`config.mk`:
```
export PLATFORM = sky130hd
export DESIGN_NAME = alu_sequencer
export DESIGN_NICKNAME = d
export VERILOG_FILES = /design/src/rtl/alu_sequencer_pkg.sv /design/src/rtl/alu_sequencer_alu.sv /design/src/rtl/alu_sequencer.sv
export SDC_FILE = /design/constraint.sdc
export NUM_CORES = 1
export LEC_CHECK = 0
export CAP_MARGIN = 10
export CORE_UTILIZATION = 40
export DETAILED_ROUTE_END_ITERATION = 10
export HOLD_SLACK_MARGIN = 0.03
export PLACE_DENSITY = 0.71
export SYNTH_ARGS = -nofsm -noshare
export SYNTH_HDL_FRONTEND = slang
export SYNTH_HIERARCHICAL = 1
export SYNTH_SLANG_ARGS = --single-unit
```
`constraint.sdc`:
```
create_clock -name clk -period 6.5 [get_ports clk]
set_input_delay 0.975 -clock clk [delete_from_list [all_inputs] [get_ports clk]]
set_output_delay 0.975 -clock clk [all_outputs]
set_load 0.05 [all_outputs]
```
`src/rtl/alu_sequencer_pkg.sv`:
```
// rtl/alu_sequencer_pkg.sv - shared unit/flag/op codes, instruction fields and FSM encoding
package alu_sequencer_pkg;

  localparam int INSTR_WIDTH = 16;

  localparam int UNIT_MSB = 15;
  localparam int UNIT_LSB = 14;
  localparam int OP_MSB   = 13;
  localparam int OP_LSB   = 11;
  localparam int RD_MSB   = 10;
  localparam int RD_LSB   = 8;
  localparam int RA_MSB   = 7;
  localparam int RA_LSB   = 5;
  localparam int RB_MSB   = 4;
  localparam int RB_LSB   = 2;

  typedef enum logic [1:0] {
    UNIT_ALU   = 2'b00,
    UNIT_SHIFT = 2'b01,
    UNIT_LOAD  = 2'b10,
    UNIT_FLAG  = 2'b11
  } unitT;

  typedef enum logic [1:0] {
    IDLE  = 2'b00,
    READ  = 2'b01,
    EXEC  = 2'b10,
    WRITE = 2'b11
  } stateT;

  localparam logic [2:0] FLAG_CLC = 3'b000;
  localparam logic [2:0] FLAG_SEC = 3'b001;
  localparam logic [2:0] FLAG_CMC = 3'b010;

  localparam logic [2:0] ALU_ADD = 3'b000;
  localparam logic [2:0] ALU_ADC = 3'b001;
  localparam logic [2:0] ALU_SUB = 3'b010;
  localparam logic [2:0] ALU_SBC = 3'b011;
  localparam logic [2:0] ALU_AND = 3'b100;
  localparam logic [2:0] ALU_OR  = 3'b101;
  localparam logic [2:0] ALU_XOR = 3'b110;
  localparam logic [2:0] ALU_NOT = 3'b111;

  localparam logic [2:0] SHIFT_SHL = 3'b000;
  localparam logic [2:0] SHIFT_SHR = 3'b001;
  localparam logic [2:0] SHIFT_ROL = 3'b010;
  localparam logic [2:0] SHIFT_ROR = 3'b011;
  localparam logic [2:0] SHIFT_ASR = 3'b100;

endpackage

```
`src/rtl/alu_sequencer_alu.sv`:
```
// rtl/alu_sequencer_alu.sv - combinational Alu: arithmetic/logic, shift and load units with C/Z/N outputs
module alu_sequencer_alu
  import alu_sequencer_pkg::*;
#(
  parameter int DATA_WIDTH = 16
) (
  input  logic [2:0]            operation,
  input  logic [DATA_WIDTH-1:0] operand1,
  input  logic [DATA_WIDTH-1:0] operand2,
  input  logic                  carryIn,
  input  logic                  enableAlu,
  input  logic                  enableShift,
  input  logic                  enableLoad,
  output logic [DATA_WIDTH-1:0] result,
  output logic                  carryOut,
  output logic                  zeroOut,
  output logic                  negativeOut
);

  logic [DATA_WIDTH:0] cinWide;
  logic [DATA_WIDTH:0] oneWide;

  assign cinWide = {{DATA_WIDTH{1'b0}}, carryIn};
  assign oneWide = {{DATA_WIDTH{1'b0}}, 1'b1};

  // Subtraction is a + ~b + 1, so C=1 means no borrow.
  always_comb begin
    result   = '0;
    carryOut = carryIn;
    if (enableAlu) begin
      case (operation)
        ALU_ADD: {carryOut, result} = {1'b0, operand1} + {1'b0, operand2};
        ALU_ADC: {carryOut, result} = {1'b0, operand1} + {1'b0, operand2} + cinWide;
        ALU_SUB: {carryOut, result} = {1'b0, operand1} + {1'b0, ~operand2} + oneWide;
        ALU_SBC: {carryOut, result} = {1'b0, operand1} + {1'b0, ~operand2} + cinWide;
        ALU_AND: result = operand1 & operand2;
        ALU_OR:  result = operand1 | operand2;
        ALU_XOR: result = operand1 ^ operand2;
        default: result = ~operand1;
      endcase
    end else if (enableShift) begin
      case (operation)
        SHIFT_SHL: begin
          result   = {operand1[DATA_WIDTH-2:0], 1'b0};
          carryOut = operand1[DATA_WIDTH-1];
        end
        SHIFT_SHR: begin
          result   = {1'b0, operand1[DATA_WIDTH-1:1]};
          carryOut = operand1[0];
        end
        SHIFT_ROL: begin
          result   = {operand1[DATA_WIDTH-2:0], carryIn};
          carryOut = operand1[DATA_WIDTH-1];
        end
        SHIFT_ROR: begin
          result   = {carryIn, operand1[DATA_WIDTH-1:1]};
          carryOut = operand1[0];
        end
        SHIFT_ASR: begin
          result   = {operand1[DATA_WIDTH-1], operand1[DATA_WIDTH-1:1]};
          carryOut = operand1[0];
        end
        default: result = operand1;
      endcase
    end else if (enableLoad) begin
      result = operand1;
    end
    zeroOut     = (result == '0);
    negativeOut = result[DATA_WIDTH-1];
  end

endmodule

```
`src/rtl/alu_sequencer.sv`:
```
// rtl/alu_sequencer.sv - issue/writeback sequencer around the Alu; ALU_SEQ_DISCARD_R0_EN turns r0 into a no-write sink
module alu_sequencer
  import alu_sequencer_pkg::*;
#(
  parameter int DATA_WIDTH     = 16,
  parameter int REG_ADDR_WIDTH = 3
) (
  input  logic                      clk,
  input  logic                      resetN,
  input  logic [INSTR_WIDTH-1:0]    instr,
  input  logic                      instrValid,
  output logic                      instrReady,
  output logic [REG_ADDR_WIDTH-1:0] regReadAddrA,
  output logic [REG_ADDR_WIDTH-1:0] regReadAddrB,
  input  logic [DATA_WIDTH-1:0]     regReadDataA,
  input  logic [DATA_WIDTH-1:0]     regReadDataB,
  output logic [REG_ADDR_WIDTH-1:0] regWriteAddr,
  output logic [DATA_WIDTH-1:0]     regWriteData,
  output logic                      regWe,
  output logic                      carryFlag,
  output logic                      zeroFlag,
  output logic                      negativeFlag,
  output logic                      done
);

  stateT                     state;
  stateT                     stateNext;
  unitT                      unitReg;
  logic [2:0]                opReg;
  logic [REG_ADDR_WIDTH-1:0] rdReg;
  logic [REG_ADDR_WIDTH-1:0] addrAReg;
  logic [REG_ADDR_WIDTH-1:0] addrBReg;
  logic [DATA_WIDTH-1:0]     operandA;
  logic [DATA_WIDTH-1:0]     operandB;
  logic                      flagDone;

  logic                      accept;
  unitT                      instrUnit;
  logic [2:0]                instrOp;
  logic                      enableAlu;
  logic                      enableShift;
  logic                      enableLoad;
  logic [DATA_WIDTH-1:0]     aluResult;
  logic                      aluCarry;
  logic                      aluZero;
  logic                      aluNegative;
  logic                      unusedInstrBits;

  assign accept          = instrValid && instrReady;
  assign instrUnit       = unitT'(instr[UNIT_MSB:UNIT_LSB]);
  assign instrOp         = instr[OP_MSB:OP_LSB];
  assign unusedInstrBits = ^instr[1:0];

  always_ff @(posedge clk) begin
    if (!resetN) begin
      state <= IDLE;
    end else begin
      state <= stateNext;
    end
  end

  always_comb begin
    stateNext = state;
    case (state)
      IDLE:  if (accept && instrUnit != UNIT_FLAG) stateNext = READ;
      READ:  stateNext = EXEC;
      EXEC:  stateNext = WRITE;
      WRITE: stateNext = IDLE;
    endcase
  end

  // Read addresses come straight from instr in IDLE so the synchronous
  // register file returns data during READ.
  always_comb begin
    instrReady   = (state == IDLE);
    enableAlu    = (state == EXEC) && (unitReg == UNIT_ALU);
    enableShift  = (state == EXEC) && (unitReg == UNIT_SHIFT);
    enableLoad   = (state == EXEC) && (unitReg == UNIT_LOAD);
    done         = (state == WRITE) || flagDone;
    regReadAddrA = addrAReg;
    regReadAddrB = addrBReg;
    if (state == IDLE && instrValid) begin
      regReadAddrA = REG_ADDR_WIDTH'(instr[RA_MSB:RA_LSB]);
      regReadAddrB = REG_ADDR_WIDTH'(instr[RB_MSB:RB_LSB]);
    end
`ifdef ALU_SEQ_DISCARD_R0_EN
    regWe = (state == WRITE) && (regWriteAddr != '0);
`else
    regWe = (state == WRITE);
`endif
  end

  always_ff @(posedge clk) begin
    if (!resetN) begin
      unitReg      <= UNIT_ALU;
      opReg        <= '0;
      rdReg        <= '0;
      addrAReg     <= '0;
      addrBReg     <= '0;
      operandA     <= '0;
      operandB     <= '0;
      regWriteAddr <= '0;
      regWriteData <= '0;
      carryFlag    <= 1'b0;
      zeroFlag     <= 1'b0;
      negativeFlag <= 1'b0;
      flagDone     <= 1'b0;
    end else begin
      flagDone <= 1'b0;
      case (state)
        IDLE: begin
          if (accept) begin
            if (instrUnit == UNIT_FLAG) begin
              flagDone <= 1'b1;
              case (instrOp)
                FLAG_CLC: carryFlag <= 1'b0;
                FLAG_SEC: carryFlag <= 1'b1;
                FLAG_CMC: carryFlag <= ~carryFlag;
                default:  carryFlag <= carryFlag;
              endcase
            end else begin
              unitReg  <= instrUnit;
              opReg    <= instrOp;
              rdReg    <= REG_ADDR_WIDTH'(instr[RD_MSB:RD_LSB]);
              addrAReg <= REG_ADDR_WIDTH'(instr[RA_MSB:RA_LSB]);
              addrBReg <= REG_ADDR_WIDTH'(instr[RB_MSB:RB_LSB]);
            end
          end
        end
        READ: begin
          operandA <= regReadDataA;
          operandB <= regReadDataB;
        end
        EXEC: begin
          regWriteData <= aluResult;
          regWriteAddr <= rdReg;
          carryFlag    <= aluCarry;
          zeroFlag     <= aluZero;
          negativeFlag <= aluNegative;
        end
        default: ;
      endcase
    end
  end

  alu_sequencer_alu #(
    .DATA_WIDTH(DATA_WIDTH)
  ) uAlu (
    .operation  (opReg),
    .operand1   (operandA),
    .operand2   (operandB),
    .carryIn    (carryFlag),
    .enableAlu  (enableAlu),
    .enableShift(enableShift),
    .enableLoad (enableLoad),
    .result     (aluResult),
    .carryOut   (aluCarry),
    .zeroOut    (aluZero),
    .negativeOut(aluNegative)
  );

endmodule

```
Word-level counts from Yosys, hierarchy flattened
Cells that the tools add are included.
{"block": "op_classes", "add_sub_neg": 5, "n_eq_ne": 22, "muxes": 18, "bitwise": 7, "reduce_logical": 17}
{"op": "$pmux W16 S7", "n": 1}
{"op": "$pmux W16 S5", "n": 1}
{"op": "$mux W16", "n": 3}
{"op": "$add A16 B16 Y17", "n": 2}
{"op": "$add A17 B1 Y17", "n": 2}
{"op": "$not A16 Y16", "n": 2}
{"op": "$add A17 B1 Y17 const B", "n": 1}
{"op": "$and A16 B16 Y16", "n": 1}
{"op": "$logic_not A16 Y1", "n": 1}
{"op": "$or A16 B16 Y16", "n": 1}
{"op": "$xor A16 B16 Y16", "n": 1}
{"op": "$eq A3 B2 Y1 const B", "n": 3}
{"op": "$eq A3 B3 Y1 const B", "n": 3}
{"op": "$eq A2 B2 Y1 const B", "n": 4}
{"op": "$pmux W2 S4", "n": 1}
{"op": "$reduce_and A7 Y1", "n": 1}
{"op": "$eq A3 B1 Y1 const B", "n": 2}
{"op": "$logic_not A3 Y1", "n": 2}
{"op": "$mux W3", "n": 2}
{"op": "$ne A2 B1 Y1 const B", "n": 3}
{"op": "$ne A6 B2 Y1 const B", "n": 1}
{"op": "$reduce_and A3 Y1", "n": 2}
{"op": "$logic_and A1 B1 Y1", "n": 5}
{"op": "$mux W1", "n": 5}
{"op": "other kinds (15)", "n": 19}
{"block": "word_totals", "ff_bits": 71, "in_bits": 51, "out_inout_bits": 31}

Logic depth before layout (Yosys ltp)
Gate-level depths: netlist of run 1.
{"block": "logic_depth", "word_depth": 6, "ltp_mapped": 17, "ltp_nobuf": 17}

Cells and area by module
Netlist of run 1, hierarchy kept.
{"module": "alu_sequencer_alu", "instances": 1, "cells_each": 656, "area_per_inst_um2": 4505.6, "seq_area_each_um2": 0.0}
{"module": "alu_sequencer", "instances": 1, "cells_each": 274, "area_per_inst_um2": 2703.8, "seq_area_each_um2": 1421.4}

Worst setup path after synthesis of run 1
Ideal clock, no wire load.
{"block": "synth_timing", "path_type": "register to register", "from": "register operandA[1]", "to": "register zeroFlag", "setup_time_ps": 65, "arrival_time_ps": 4046, "required_time_ps": 6435, "path_slack_ps": 2388, "path_stages_with_launch": 15, "path_buffers": 0, "synth_period_minus_slack_ps": 4112, "path_cell_list": "dfxtp_1 > inv_1 > ha_1 > a211oi_1 > nor2_1 > or3b_2 > a2111oi_0 > xor2_1 > a221oi_1 > a211oi_1 > a2111oi_0 > or4b_1 > nor4_2 > mux2i_1 > nor2_1"}
{"block": "synth_between", "elab_chain_cells": 5, "word_cells_on_any_way": 15}
{"element": "from (decl)", "line_no": "alu_sequencer.sv:33", "source": "logic [DATA_WIDTH-1:0] operandA;"}
{"element": "from (signal assigned)", "line_no": "alu_sequencer.sv:131", "source": "operandA <= regReadDataA;"}
{"element": "$add A16 B16 Y17 (on tied branches)"}
{"element": "$add A17 B1 Y17 (on tied branches)", "line_no": "alu_sequencer_alu.sv:35, alu_sequencer_alu.sv:33, alu_sequencer_alu.sv:34"}
{"element": "$pmux W16 S7 *", "line_no": "alu_sequencer_alu.sv:31", "source": "case (operation)"}
{"element": "$mux W16 *", "line_no": "alu_sequencer_alu.sv:30", "source": "if (enableAlu) begin"}
{"element": "net aluResult[6]", "line_no": "alu_sequencer.sv:43", "source": "logic [DATA_WIDTH-1:0] aluResult;"}
{"element": "$logic_not A16 Y1 *", "line_no": "alu_sequencer_alu.sv:68", "source": "zeroOut = (result == '0);"}
{"element": "net aluZero", "line_no": "alu_sequencer.sv:45", "source": "logic aluZero;"}
{"element": "to (signal assigned)", "line_no": "alu_sequencer.sv:138", "source": "zeroFlag <= aluZero;"}
{"element": "to (decl)", "line_no": "alu_sequencer.sv:21", "source": "output logic zeroFlag,"}
The timed path passes the listed nets; every way through them passes the cells marked *.
A chain may end at the register's enable or synchronous reset.

Worst setup path after layout of run 1
Ends and elaborated chain as after synthesis.

==> flow_summary.json, run 1 <==
{
  "hold_path.class": "flop to flop",
  "fin_setup_tns_ns": 0,
  "hold_viol_final": 0,
  "path_clk_slew_ns": 0.06,
  "holdPathStages": 2,
  "final-setup-viol-count": 0,
  "crit_arrival_ns": 5.29,
  "mostFrequentLayoutCells": "nor2_1, clkdlybuf4s50_1, mux2i_1",
  "synth_top_family_by_area": "compound AO/OA/AOI/OAI gates",
  "routedWlPerCell_um": 18.2,
  "min_to": "addrBReg[1]",
  "path_max_fanout": 11,
  "yosys_warnings": 6,
  "syn_area_per_cell_sq_um": 7.75,
  "preCtsSetupSlack_ns": 1.56,
  "dr.pass1.iters": 5,
  "r2r_end": "zeroFlag",
  "synth.distinct_cells": 78,
  "syn_nets": 1047,
  "crit_chain": "inv_1, ha_1, a211oi_1, nor2_1, or3b_2, a2111oi_0, xor2_1, a221oi_1, a211oi_1, a2111oi_0, or4b_1, nor4_2, mux2i_1, nor2_1",
  "placementRows": 48,
  "p_per_area_mw_per_mm2": 419,
  "grt-ovfl-total": 0,
  "rsz0062_at_grt": "false",
  "ys_seq_elements": 71,
  "dp_hpwl_um": 16300,
  "synth-edff-count": 0,
  "netlist_instances": 930,
  "grt_usage_pct": 23.9,
  "synth_xor_area_share_pct": 3.77,
  "criticalPathCategory": "flop to flop",
  "setup.worst_path.end_class": "flop",
  "cts_post_setup_buffers_inserted": 0,
  "vias_per_cell": 5.98,
  "cts_root_buf": "clkbuf_16",
  "cts_resized": 0,
  "yosys.area_share.simple_pct": 22.5,
  "initial_core_util_pct": 41.3,
  "gp_congestion": 0.939,
  "outcome": "finished clean",
  "layout-drive-gt1-share_pct": 5.34,
  "synth-adder-area-share_pct": 11.7,
  "worstHoldStart": "addrBReg[1]",
  "coreArea_sq_mm": 0.0175,
  "reg2regPathDepth": 14,
  "cts_sinks": 71,
  "required_ns": 6.77,
  "synthFlopType": "dfxtp_1",
  "clk_latency_ns": 0.33,
  "fin_crit_ns": 5.02,
  "r2r-start": "operandA[1]",
  "multi_input_area_sq_mm": 0.00534,
  "antenna_cells": 0,
  "fill_cells": 1681,
  "nets": 1087,
  "post-route-period-util_pct": 77.3,
  "antenna_found_initial": 0,
  "leakage_nw": 3.09,
  "seq_area_sq_mm": 0.00142,
  "crit_slowest_cell": "a2111oi_0",
  "vias": 7171,
  "grt_max_degree": 50,
  "io_pins": 82,
  "drt-total-wl_um": 21900,
  "max_clock_freq_mhz": 199,
  "finClkSkew_ns": 0.00682,
  "area_growth_pct": 16.2,
  "synth-compound-area-share_pct": 24.3,
  "clock_path_buffers": 2,
  "grt_pass1_vias": 6663,
  "first_iter_violations": 634,
  "synth_mux_area_share_pct": 11.9,
  "r2r_slack_ns": 1.48,
  "antenna_left": 0,
  "final_common_cell": "nor2_1",
  "io_buffer_count": 79,
  "worstSetupStartpointType": "flop",
  "cp_slowest_stage_delay_ns": 0.66,
  "tightestPinTransition_ns": 1.08,
  "slew_headroom_pct": 27.9,
  "cts_hold_buffers": 0,
  "slew_viol_final": 0,
  "cts_buffers": 9,
  "syn-cell-area_sq_mm": 0.00721,
  "htreeDepth": 3,
  "fp.dieW_um": 136,
  "route.detailed.drc": 0,
  "grt_pass1_wl_um": 34900,
  "layout_setup_ws_ns": 1.48,
  "postSynth.asyncResetShare_pct": 0,
  "max-cap-violations": 0,
  "fp.dieH_um": 136,
  "cts_tree": "done",
  "peakVddDrop_mv": 0.231,
  "ys_seq_area_share_pct": 19.7,
  "fp.dieArea_sq_mm": 0.0186
}
where the power goes:
group | internal, mW | switching, mW | leakage (nW)
logic | 0.939 | 1.47 | 2.37
clock network | 0.286 | 0.183 | 0.140
registers | 0.512 | 0.120 | 0.578
registers in the layout, summed over array words and instances, names as in the netlist:
register and cells:
operandB 16, state 2, flagDone 1, regWriteData 16, operandA 16, addrBReg 3, unitReg 2, rdReg 3
negativeFlag 1, opReg 3, zeroFlag 1, carryFlag 1, addrAReg 3, regWriteAddr 3
critical path: cells and delay by family, from the launching register on:
kind | cells | cell delay (ns)
AO/OA/AOI/OAI | 5 | 2.04
AND/OR/NAND/NOR | 5 | 1.52
flip-flops | 1 | 0.59
adder cells (fa/ha/maj) | 1 | 0.38
buffers and inverters | 1 | 0.16
XOR/XNOR | 1 | 0.14
multiplexers | 1 | 0.11
Yosys cell counts (4+ instances only):
master | instances | area [sq um]
a21o_1 | 19 | 143
and2_1 | 9 | 56.3
o211ai_1 | 6 | 45.0
nor4_1 | 10 | 62.6
nand3_1 | 16 | 80.1
nand4_1 | 8 | 50.1
o22ai_1 | 8 | 50.1
nand4b_1 | 6 | 52.6
nor2_1 | 108 | 405
a31oi_1 | 6 | 37.5
ha_1 | 64 | 801
mux2_2 | 6 | 67.6
a211oi_1 | 19 | 143
xnor2_1 | 23 | 201
a221oi_1 | 33 | 289
a22oi_1 | 5 | 37.5
nor2b_1 | 13 | 81.3
o21ai_0 | 34 | 170
nor3b_1 | 7 | 52.6
nand2b_1 | 21 | 131
xor2_1 | 8 | 70.1
a2111o_1 | 4 | 45.0
nand2_1 | 73 | 274
clkbuf_1 | 41 | 154
a2111oi_0 | 5 | 43.8
a311oi_1 | 5 | 43.8
o31ai_1 | 7 | 52.6
or3_1 | 4 | 25.0
dfxtp_1 | 71 | 1420
nor3_1 | 16 | 80.1
inv_1 | 52 | 195
buf_2 | 10 | 50.1
or2_2 | 8 | 50.1
a221o_1 | 4 | 40.0
and3_1 | 6 | 37.5
o21bai_1 | 5 | 37.5
mux2i_1 | 76 | 761
a21boi_0 | 4 | 30.0
a21oi_1 | 48 | 240
routing by layer:
layer / wire (um) / up-vias / global-route usage, %
li1: - / 3472 / -
met1: 9910 / 3389 / 32.4
met2: 9850 / 280 / 38.0
met3: 1700 / 30 / 4.44
met4: 402 / 0 / 7.47
met5: 0 / - / 0
worst max-delay path by stage:
stage | to | start | cells past startpoint | slack, ns
floorplan | zeroFlag | operandA[1] | 14 | 2.39
global placement | zeroFlag | operandA[1] | 14 | 1.63
detailed placement | zeroFlag | operandA[1] | 14 | 1.56
CTS | zeroFlag | operandA[1] | 14 | 1.48
global route | zeroFlag | operandA[1] | 14 | 0.99
finish | zeroFlag | operandA[1] | 14 | 1.48
through the flow:
step	instance area (sq um)	hold slack [ns]	total power, mW	cells	utilization, %
detailed placement	8100	0.447	2.97	1184	46.3
floorplan	7210	0.433	2.41	930	-
finish	8380	0.453	3.51	1199	48.0
global placement	8100	0.442	2.94	1184	46.3
CTS	8380	0.455	3.46	1199	48.0
global route	8380	0.469	3.75	1199	48.0
area by class of cell:
type                    count  area share (%)
flip-flops and latches     71            17.0
multi-input cells         747            63.8
clock inverters             3           0.209
repair buffers             86            10.1
well taps                 225            3.36
clock buffers              12            3.18
inverters                  55            2.46
cells by family after synthesis:
group,count (synthesis)
AO/OA/AOI/OAI,244
XOR/XNOR,31
adder cells (fa/ha/maj),66
buffers and inverters,112
flip-flops,71
multiplexers,83
AND/OR/NAND/NOR,323
Power figures use the tool's default switching activity.
==> inputs of run 2 (changes only) <==
==> constraint.sdc (replaced) <==
create_clock -name clk -period 4.8 [get_ports clk]
set_input_delay 0.72 -clock clk [delete_from_list [all_inputs] [get_ports clk]]
set_output_delay 0.72 -clock clk [all_outputs]
set_load 0.05 [all_outputs]
==> flow_summary.json, run 2 (same netlist as run 1, synthesis figures left out) <==
{
  "outcome": "finished clean",
  "dp_hpwl_um": 16600,
  "cts_tree": "done",
  "comb_power_share_pct": 69.6,
  "path_max_fanout": 4,
  "htreeDepth": 3,
  "clk_latency_ns": 0.33,
  "postLayoutCoreUtil_pct": 49.2,
  "place_area_sq_mm": 0.00830,
  "placementRows": 48,
  "fill_cells": 1633,
  "hold_path.class": "flop to flop",
  "crit_slowest_cell": "or4b_1",
  "first_iter_violations": 671,
  "cts_sinks": 71,
  "cts_hold_buffers": 0,
  "peakVddDrop_mv": 0.400,
  "r2r_slack_ns": 0.38,
  "min_to": "addrBReg[0]",
  "io_pins": 82,
  "path_clk_slew_ns": 0.06,
  "cts_root_buf": "clkbuf_16",
  "path_buf_inv": 1,
  "max_clock_freq_mhz": 226,
  "preCtsSetupSlack_ns": 0.251,
  "fin_total_pwr_mw": 4.76,
  "slew_headroom_pct": 22.1,
  "layout_setup_ws_ns": 0.377,
  "gp_congestion": 1.00,
  "drt-total-wl_um": 21700,
  "fp.dieH_um": 136,
  "worstHoldStart": "addrBReg[0]",
  "cts_buffers": 9,
  "area_growth_pct": 19.3,
  "antenna_left": 0,
  "layout-drive-gt1-share_pct": 8.38,
  "vias": 7331,
  "hold_ws_ns": 0.460,
  "antenna_found_initial": 0,
  "post-route-period-util_pct": 92.1,
  "largest_registers": "operandA (16), operandB (16), regWriteData (16)",
  "slew_viol_final": 0,
  "grt_pass1_vias": 6667,
  "fin_crit_ns": 4.42,
  "clock_path_buffers": 2,
  "setup.worst_path.end_class": "flop",
  "p_per_area_mw_per_mm2": 554,
  "cts_resized": 0,
  "crit_arrival_ns": 4.68,
  "mostFrequentLayoutCells": "nor2_1, clkdlybuf4s50_1, mux2i_1",
  "vias_per_cell": 5.97,
  "grt-ovfl-total": 0,
  "switching_share_pct": 49.9,
  "dr.pass1.iters": 6,
  "design_area_sq_mm": 0.00860,
  "required_ns": 5.05,
  "cpLargestDelayFamily": "simple AND/OR/NAND/NOR gates",
  "grt_max_degree": 71,
  "r2r_end": "zeroFlag",
  "fin_setup_tns_ns": 0,
  "seq_area_sq_mm": 0.00142,
  "tightestPinTransition_ns": 1.17,
  "cp_common_cell": "a211oi_1",
  "worstSetupStartpointType": "flop",
  "routedWlPerCell_um": 17.7,
  "io_buffer_count": 79,
  "fp.dieArea_sq_mm": 0.0186,
  "final_cells": 1227,
  "crit_chain": "ha_1, inv_1, fa_1, xnor2_2, nand3_1, or3_1, a211oi_1, nand4_1, xor2_1, a211oi_1, a221oi_1, or4b_1, nor4_2, mux2i_1, nor2_1",
  "grt_usage_pct": 23.7,
  "leakage_nw": 3.23,
  "seqPwrFrac_pct": 17.2,
  "route.detailed.drc": 0,
  "criticalPathCategory": "flop to flop",
  "grt_pass1_wl_um": 34600,
  "dp.cells": 1211,
  "reg2regPathDepth": 15,
  "r2r-start": "operandA[0]",
  "fp.dieW_um": 136,
  "nets": 1114,
  "p_switching_mw": 2.38,
  "final-setup-viol-count": 0,
  "max-cap-violations": 0,
  "intPower_mw": 2.38,
  "pwr-share-clk_pct": 13.2,
  "coreArea_sq_mm": 0.0175,
  "holdPathStages": 2,
  "cts_post_setup_buffers_inserted": 0,
  "finClkSkew_ns": 0.0107,
  "cp_slowest_stage_delay_ns": 0.57,
  "multi_input_area_sq_mm": 0.00536,
  "initial_core_util_pct": 41.3,
  "antenna_cells": 0,
  "final_common_cell": "nor2_1",
  "hold_viol_final": 0,
  "worst-path-stages": 15
}
## run 2: worst register-to-register path, cell delays in order (launching register included)
cell and delay (ns):
dfxtp_1 0.37, ha_1 0.26, inv_1 0.08, fa_1 0.45, xnor2_2 0.26, nand3_1 0.14, or3_1 0.38, a211oi_1 0.44
nand4_1 0.18, xor2_1 0.17, a211oi_1 0.53, a221oi_1 0.19, or4b_1 0.57, nor4_2 0.15, mux2i_1 0.10, nor2_1 0.09
## run 2: worst max-delay path by stage
stage / from / end / slack [ns]
after detailed placement: operandA[1] / zeroFlag / 0.25
after global placement: operandA[1] / zeroFlag / 0.28
after floorplan: operandA[1] / zeroFlag / 0.69
after CTS: operandA[1] / zeroFlag / 0.21
after global routing: operandA[0] / zeroFlag / -0.01
final: operandA[0] / zeroFlag / 0.38
## run 2: routing by layer
layer / track usage (%) / part of all wire (%)
met1: 33.1 / 45
met2: 37.0 / 44
met3: 2.27 / 7.3
met4: 10.2 / 3.4
met5: 0 / 0
## run 2: final cells by class
type	instances	area share, %
multi-input cells	747	62.4
clock buffers	9	2.62
flip-flops and latches	71	16.5
clock inverters	7	0.640
inverters	55	2.40
repair buffers	113	12.2
well taps	225	3.27
## run 2: power groups by stage
stage / logic, mW / clock network [mW] / registers [mW]
final: 3.31 / 0.629 / 0.819
after global routing: 3.61 / 0.665 / 0.836
after CTS: 3.25 / 0.640 / 0.817
after detailed placement: 3.22 / 0 / 0.829
after global placement: 3.19 / 0 / 0.824
after floorplan: 2.43 / 0 / 0.837
==> inputs of run 3 (changes only) <==
--- a/config.mk
+++ b/config.mk
@@ -10,6 +10,7 @@
 export DETAILED_ROUTE_END_ITERATION = 10
 export HOLD_SLACK_MARGIN = 0.03
 export PLACE_DENSITY = 0.71
+export SLEW_MARGIN = 20
 export SYNTH_ARGS = -nofsm -noshare
 export SYNTH_HDL_FRONTEND = slang
 export SYNTH_HIERARCHICAL = 1
==> flow_summary.json, run 3 (same netlist as run 1, synthesis figures left out) <==
{
  "finClkSkew_ns": 0.00969,
  "final_common_cell": "nor2_1",
  "initial_core_util_pct": 41.3,
  "layout_setup_ws_ns": 0.362,
  "path_clk_slew_ns": 0.06,
  "required_ns": 5.06,
  "grt_usage_pct": 23.6,
  "fp.dieH_um": 136,
  "fill_cells": 1636,
  "rsz0062_at_grt": "false",
  "coreArea_sq_mm": 0.0175,
  "cpLargestDelayFamily": "simple AND/OR/NAND/NOR gates",
  "area_growth_pct": 19.3,
  "path_buf_inv": 1,
  "fin_setup_tns_ns": 0,
  "cts_hold_buffers": 0,
  "routedWlPerCell_um": 17.9,
  "tightestPinTransition_ns": 1.06,
  "p_switching_mw": 2.40,
  "gp_congestion": 1.00,
  "outcome": "finished clean",
  "crit_arrival_ns": 4.70,
  "antenna_cells": 0,
  "cts_root_buf": "clkbuf_16",
  "largest_registers": "operandA (16), operandB (16), regWriteData (16)",
  "mostFrequentLayoutCells": "nor2_1, clkdlybuf4s50_1, mux2i_1",
  "leakage_nw": 3.23,
  "seqPwrFrac_pct": 17.1,
  "slew_headroom_pct": 29.1,
  "io_pins": 82,
  "worstSetupStartpointType": "flop",
  "hold_viol_final": 0,
  "grt_pass1_wl_um": 34500,
  "cts_buffers": 9,
  "cts_tree": "done",
  "max-cap-violations": 0,
  "antenna_found_initial": 0,
  "cp_slowest_stage_delay_ns": 0.66,
  "switching_share_pct": 50.1,
  "vias_per_cell": 5.93,
  "route.detailed.drc": 0,
  "grt-ovfl-total": 0,
  "path_max_fanout": 8,
  "r2r_slack_ns": 0.36,
  "layout-drive-gt1-share_pct": 8.28,
  "fin_crit_ns": 4.44,
  "crit_slowest_cell": "fa_1",
  "preCtsSetupSlack_ns": 0.247,
  "antenna_left": 0,
  "fp.dieW_um": 136,
  "peakVddDrop_mv": 0.447,
  "criticalPathCategory": "flop to flop",
  "vias": 7279,
  "intPower_mw": 2.39,
  "slew_viol_final": 0,
  "crit_chain": "inv_1, ha_1, fa_1, ha_1, mux4_1, nor2_1, a221o_1, a21oi_1, nor3_1, or3b_2, a2111oi_1, or4b_1, nor4_2, mux2i_1, nor2_1",
  "hold_path.class": "flop to flop",
  "grt_pass1_vias": 6675,
  "dp_hpwl_um": 16700,
  "first_iter_violations": 621,
  "max_clock_freq_mhz": 225,
  "comb_power_share_pct": 69.8,
  "clk_latency_ns": 0.33,
  "p_per_area_mw_per_mm2": 556,
  "nets": 1114,
  "post-route-period-util_pct": 92.4,
  "drt-total-wl_um": 22000,
  "clock_path_buffers": 2,
  "final-setup-viol-count": 0,
  "io_buffer_count": 79,
  "fp.dieArea_sq_mm": 0.0186,
  "fin_total_pwr_mw": 4.78,
  "setup.worst_path.end_class": "flop",
  "pwr-share-clk_pct": 13.1,
  "cts_sinks": 71,
  "dr.pass1.iters": 6,
  "htreeDepth": 3,
  "placementRows": 48,
  "grt_max_degree": 71
}
[run 3: worst min-delay path, delay by kind of cell, from the launching register on]
family / cells / cell delay, ns
flops: 1 / 0.31
compound gates: 1 / 0.05
simple gates: 1 / 0.05
[run 3: final cells by class]
class	count	area, sq um	share of cell area (%)
multi-input combinational	747	5360	62.4
sequential	71	1420	16.5
timing repair buffer	113	1050	12.2
tap	225	282	3.27
clock buffer	9	225	2.62
inverter	55	209	2.43
clock inverter	7	55.1	0.640
[run 3: repair_timing]
item                                    4_1_cts  5_1_grt
setup buffers                                 0        0
endpoints found under the setup margin        0        1
gates resized for setup                       0        6
[run 3: layer usage]
layer,share of wire (%),up-vias,global-route usage [%]
met5,0,-,0
met4,2.9,0,9.26
met3,6.1,35,2.68
met2,45,257,37.5
met1,46,3457,32.3
li1,-,3530,-
[run 3: through the flow]
stage | cells | utilization (%) | hold slack (ns) | instance area [sq um]
CTS | 1227 | 49.1 | 0.458 | 8580
finish | 1227 | 49.2 | 0.459 | 8600
global placement | 1211 | 47.5 | 0.441 | 8300
detailed placement | 1211 | 47.5 | 0.451 | 8300
global route | 1227 | 49.2 | 0.486 | 8600
floorplan | 930 | - | 0.433 | 7210
[run 3: path summary, 6_finish.rpt]
check           endpoint         from  depth (start not counted)
min          addrBReg[0]  addrBReg[0]                          2
max reg2reg     zeroFlag  operandB[0]                         15
min reg2reg  addrBReg[0]  addrBReg[0]                          2
max             zeroFlag  operandB[0]                         15
[run 3: power by group through the flow]
stage,Sequential (mW),Combinational (mW),Clock [mW]
after detailed placement,0.827,3.22,0
final,0.818,3.34,0.629
after floorplan,0.837,2.43,0
after global routing,0.833,3.61,0.667
after global placement,0.824,3.19,0
after CTS,0.816,3.25,0.637
